`config.mk`:
```
export PLATFORM = sky130hd
export DESIGN_NAME = acc_bcd_conv
export DESIGN_NICKNAME = d
export VERILOG_FILES = /design/src/rtl/bcd_pkg.sv /design/src/rtl/bcd_seg_dec.sv /design/src/rtl/acc_bcd_conv.sv
export SDC_FILE = /design/constraint.sdc
export NUM_CORES = 1
export LEC_CHECK = 0
export ABC_AREA = 1
export CAP_MARGIN = 20
export CORE_UTILIZATION = 49
export DETAILED_ROUTE_END_ITERATION = 12
export PLACE_DENSITY = 0.81
export RECOVER_POWER = 100
export SYNTH_ARGS = -nofsm -noshare
export SYNTH_HDL_FRONTEND = slang
export SYNTH_SLANG_ARGS = --single-unit
```
`constraint.sdc`:
```
create_clock -name clk -period 1.4 [get_ports clk]
set_clock_uncertainty 0.2 [all_clocks]
set_input_delay 0.21 -clock clk [delete_from_list [all_inputs] [get_ports clk]]
set_output_delay 0.21 -clock clk [all_outputs]
set_load 0.005 [all_outputs]
```
`src/rtl/bcd_pkg.sv`:
```
// rtl/bcd_pkg.sv - shared types, segment codes and helpers for the BCD converter
package bcd_pkg;

    typedef enum logic [1:0] {IDLE, SHIFT, DONE} state_t;

    typedef logic [3:0] digit_t;

    // Segment codes, bit order g,f,e,d,c,b,a with a in bit 0
    localparam logic [6:0] SEG_0     = 7'h3F;
    localparam logic [6:0] SEG_1     = 7'h06;
    localparam logic [6:0] SEG_2     = 7'h5B;
    localparam logic [6:0] SEG_3     = 7'h4F;
    localparam logic [6:0] SEG_4     = 7'h66;
    localparam logic [6:0] SEG_5     = 7'h6D;
    localparam logic [6:0] SEG_6     = 7'h7D;
    localparam logic [6:0] SEG_7     = 7'h07;
    localparam logic [6:0] SEG_8     = 7'h7F;
    localparam logic [6:0] SEG_9     = 7'h6F;
    localparam logic [6:0] SEG_BLANK = 7'h00;

    function automatic longint pow10(input int n);
        longint p;
        p = 1;
        for (int i = 0; i < n; i++) p = p * 10;
        return p;
    endfunction

endpackage

```
`src/rtl/bcd_seg_dec.sv`:
```
// rtl/bcd_seg_dec.sv - combinational BCD digit to 7-segment decode (10-15 blank)
module bcd_seg_dec
    import bcd_pkg::*;
(
    input  digit_t     digit,
    output logic [6:0] seg
);

    always_comb begin
        seg = SEG_BLANK;
        case (digit)
            4'd0: seg = SEG_0;
            4'd1: seg = SEG_1;
            4'd2: seg = SEG_2;
            4'd3: seg = SEG_3;
            4'd4: seg = SEG_4;
            4'd5: seg = SEG_5;
            4'd6: seg = SEG_6;
            4'd7: seg = SEG_7;
            4'd8: seg = SEG_8;
            4'd9: seg = SEG_9;
            default: seg = SEG_BLANK;
        endcase
    end

endmodule

```
`src/rtl/acc_bcd_conv.sv`:
```
// rtl/acc_bcd_conv.sv - sequential double-dabble binary to BCD converter; BCD_SEG_EN adds registered 7-seg output
module acc_bcd_conv
    import bcd_pkg::*;
#(
    parameter int IN_W = 7,
    parameter int DIG  = 3
) (
    input  logic              clk,
    input  logic              rst,
    input  logic              in_valid,
    output logic              in_ready,
    input  logic [IN_W-1:0]   bin,
    output logic              out_valid,
    input  logic              out_ready,
    output logic [4*DIG-1:0]  bcd,
    output logic              busy
`ifdef BCD_SEG_EN
    ,
    output logic [7*DIG-1:0]  seg
`endif
);

    localparam int CNT_W = $clog2(IN_W + 1);
    localparam logic [CNT_W-1:0] LAST = CNT_W'(IN_W - 1);

    if (pow10(DIG) <= (longint'(1) << IN_W) - 1) begin : g_param_chk
        $error("acc_bcd_conv: DIG too small for IN_W");
    end

    state_t            state, state_nxt;
    logic [4*DIG-1:0]  work, work_adj, work_nxt;
    logic [IN_W-1:0]   sreg, sreg_nxt;
    logic [CNT_W-1:0]  cnt;
    logic              load;

    always_ff @(posedge clk) begin
        if (rst) state <= IDLE;
        else     state <= state_nxt;
    end

    always_comb begin
        state_nxt = state;
        case (state)
            IDLE:    if (in_valid)     state_nxt = SHIFT;
            SHIFT:   if (cnt == LAST)  state_nxt = DONE;
            DONE:    if (out_ready)    state_nxt = IDLE;
            default:                   state_nxt = IDLE;
        endcase
    end

    assign in_ready  = (state == IDLE);
    assign busy      = (state == SHIFT);
    assign out_valid = (state == DONE);
    assign load      = (state == SHIFT) && (cnt == LAST);

    // Add-3 correction precedes the shift so every digit stays within 0-9 afterwards
    always_comb begin
        work_adj = work;
        for (int i = 0; i < DIG; i++) begin
            if (work[4*i +: 4] >= 4'd5) work_adj[4*i +: 4] = work[4*i +: 4] + 4'd3;
        end
        {work_nxt, sreg_nxt} = {work_adj, sreg} << 1;
    end

    always_ff @(posedge clk) begin
        if (rst) begin
            work <= '0;
            sreg <= '0;
            cnt  <= '0;
            bcd  <= '0;
        end else begin
            case (state)
                IDLE: if (in_valid) begin
                    sreg <= bin;
                    work <= '0;
                    cnt  <= '0;
                end
                SHIFT: begin
                    work <= work_nxt;
                    sreg <= sreg_nxt;
                    cnt  <= cnt + 1'b1;
                    if (load) bcd <= work_nxt;
                end
                default: ;
            endcase
        end
    end

`ifdef BCD_SEG_EN
    logic [7*DIG-1:0] seg_nxt;

    for (genvar g = 0; g < DIG; g++) begin : g_seg
        bcd_seg_dec u_dec (
            .digit (work_nxt[4*g +: 4]),
            .seg   (seg_nxt[7*g +: 7])
        );
    end

    always_ff @(posedge clk) begin
        if (rst)       seg <= '0;
        else if (load) seg <= seg_nxt;
    end
`endif

endmodule

```
==> summary.txt <==
worst hold-check path type = flip-flop to flip-flop
maximum buffer depth of the clock tree = 2
RSZ-0062 raised after global routing = yes
Final Hold Fails = 0
count leader, synth = nand2_1
Critical-path top delay cell = dfxtp_2
Static Leak = 1.31 nW
clk slew on worst S/H paths = 0.07 ns
CP top delay family = simple AND/OR/NAND/NOR gates
WP data required = 1.39 ns
Root Buffer = clkbuf_8
CP cell instances = buf_6 -> ha_4 -> nand2_4 -> nand4_1 -> nand2_1 -> nand2_1 -> nand2_1 -> inv_1
Final Total Pwr = 0.00205 W
ANT nets after route = 0
count of flip-flops with a built-in enable after synthesis = 0
Seq/Total Area, Yosys = 38.8%
footprint of the multi-input gates = 1200 µm²
mapped cell area = 1860 µm²
first-pass GRT wire length = 7.10 mm
drt pass-1 iters = 5
Final HPWL DP = 2.86 mm
FF-to-FF setup slack = -0.12 ns
Area Growth Syn to Fin = 48.8%
Die W = 63.6 µm
routability cong. = 0.916
Initial DRC Count = 157
CP Max Fanout = 3
status = complete, but fails checks
Worst slew margin = 73.0%
Site Rows = 22
Crit. End Element = flip-flop
Clk Latency, worst-skew pair = 0.29 ns
Yosys cell types = 29
Peak VDD IR = 0.550 mV
fill count = 273
CP Buf/Inv Count = 2
TritonCTS clock tree = built
leading area contributor after synthesis = dfxtp_1
CP Launch Type = flip-flop
syn nets = 277
Gate Count Post-Synth = 258
Die ar. = 4040 µm²
Max Cap Viol = 0
Vias = 1903
period utilization = 108%
CP Class = flip-flop to flip-flop
largest net degree at the start of global routing = 21
power density cells = 743 nW/µm²
Vert. Die Dim = 63.6 µm
Final setup viols = 20
Period minus WS final = 1.52 ns
ys async rst share = 0%
core area = 3660 µm²
Main synth FF type = dfxtp_1
IO buf count = 25
top cells by count, synth = nand2_1, dfxtp_1, inv_1, nor2_1, a21oi_1
CP max stage delay = 0.34 ns
final worst slack = -0.118 ns
Via density = 5.23
TNS Setup = -1.11 ns
cts hold-fix bufs = 0
htree depth = 2
Avg WL per Cell = 14.4 µm
max-slew violations = 0
crit path DAT = 1.51 ns
Worst Max-Slew Pin Slew = 0.405 ns
Starting Density = 50.8%
synthesized flop and latch total = 36
n_diodes = 0
Synth area leaders = dfxtp_1, nand2_1, inv_1
IO Pins = 26
max frequency = 0.659 GHz
most used cell, CP = nand2_1
antenna violations before repair = 0
failing checks = negative setup slack
Post-Route WL = 5.25 mm
Synth top area share = 38.8%
Final Net Count = 335
DRC = 0
share of cells above drive strength 1 = 43.0%
gr usage total = 22.6%
Syn. warnings = 0
number of global-route vias before repair = 1703
mean cell area of the mapped netlist = 7.20 µm²
CTS Buf Count = 5
CTS Sinks = 36
aggregate global routing overflow = 0
Reg area = 743 µm²
layer usage:
metal	vias to the layer above	track usage, %	wire (µm)
met5	-	0	0
met2	77	39.5	2740
met4	0	10.8	175
met3	17	6.16	252
met1	876	24.9	2090
li1	933	-	-
power breakdown:
part | internal, W | total [W] | leakage, nW | switching (W)
Combinational | 0.000130 | 0.000285 | 0.967 | 0.000155
Clock | 0.000338 | 0.000693 | 0.0410 | 0.000355
Sequential | 0.00105 | 0.00107 | 0.300 | 0.0000224
layout make-up:
type	instances	share of cell area (%)
Inverter	35	5.75
Clock buffer	6	2.63
Multi-Input combinational cell	178	43.4
Clock inverter	1	0.181
Timing Repair Buffer	60	19.0
Sequential cell	36	26.9
Tap cell	48	2.17
per-stage QoR:
stage	setup slack, ns	area (µm²)	utilization [%]	std cells	hold WS [ns]
2_1_floorplan	0.0274	1870	-	258	0.174
3_3_place_gp	-0.113	2310	63.1	349	0.252
3_5_place_dp	-0.145	2310	63.1	349	0.258
4_1_cts	-0.0400	2510	68.5	359	0.267
5_1_grt	-0.184	2760	75.5	364	0.283
6_report	-0.118	2760	75.5	364	0.265
cell usage in the layout, fill, tap and decap left out, types with 5 or more instances in the layout:
| master | count |
|---|---|
| nand2_2 | 19 |
| dlygate4sd2_1 | 12 |
| nor2_1 | 20 |
| a21oi_2 | 6 |
| nand3_1 | 5 |
| nand3_2 | 7 |
| buf_4 | 25 |
| a21oi_1 | 17 |
| buf_6 | 9 |
| nand4_1 | 6 |
| inv_2 | 8 |
| ha_4 | 6 |
| clkbuf_8 | 5 |
| inv_1 | 20 |
| clkdlybuf4s50_1 | 10 |
| o211ai_1 | 6 |
| dfxtp_2 | 15 |
| nand2_1 | 53 |
| inv_4 | 6 |
| dfxtp_1 | 20 |
| nand2_4 | 6 |
| o21ai_0 | 5 |
sequential cells by signal, indices dropped and copies added, names as in the netlist:
register,cells
state,2
bcd,12
cnt,3
work,12
sreg,7
final timing paths:
path,to,cells after the start,startpoint
hold / removal,sreg[0],2,sreg[0]
hold reg to reg,sreg[0],2,sreg[0]
setup reg to reg,bcd[5],8,work[4]
setup / recovery,bcd[5],8,work[4]
what timing repair did:
| action | CTS | global route |
|---|---|---|
| gates resized for setup | 71 | 65 |
| cloned | 2 | 0 |
| buffers inserted | 1 | 5 |
| pin swaps | 11 | 34 |
| setup endpoints to repair | 46 | 35 |
worst reg2reg max path, stage by stage (launching register included):
cell and delay (ns):
dfxtp_2 0.34, buf_6 0.12, ha_4 0.15, nand2_4 0.09, nand4_1 0.21, nand2_1 0.15
nand2_1 0.05, nand2_1 0.06, inv_1 0.04
logic make-up (layout without fill, tap and decap cells):
group | count (synthesis) | after routing | share of synthesized area (%)
AND/OR/NAND/NOR | 128 | 128 | 30.8
buffers and inverters | 44 | 102 | 11.2
AO/OA/AOI/OAI | 38 | 38 | 11.7
flip-flops | 36 | 36 | 38.8
adder cells (fa/ha/maj) | 8 | 8 | 5.39
multiplexers | 3 | 3 | 1.62
XOR/XNOR | 1 | 1 | 0.471
(Power assumes the default switching activity.)
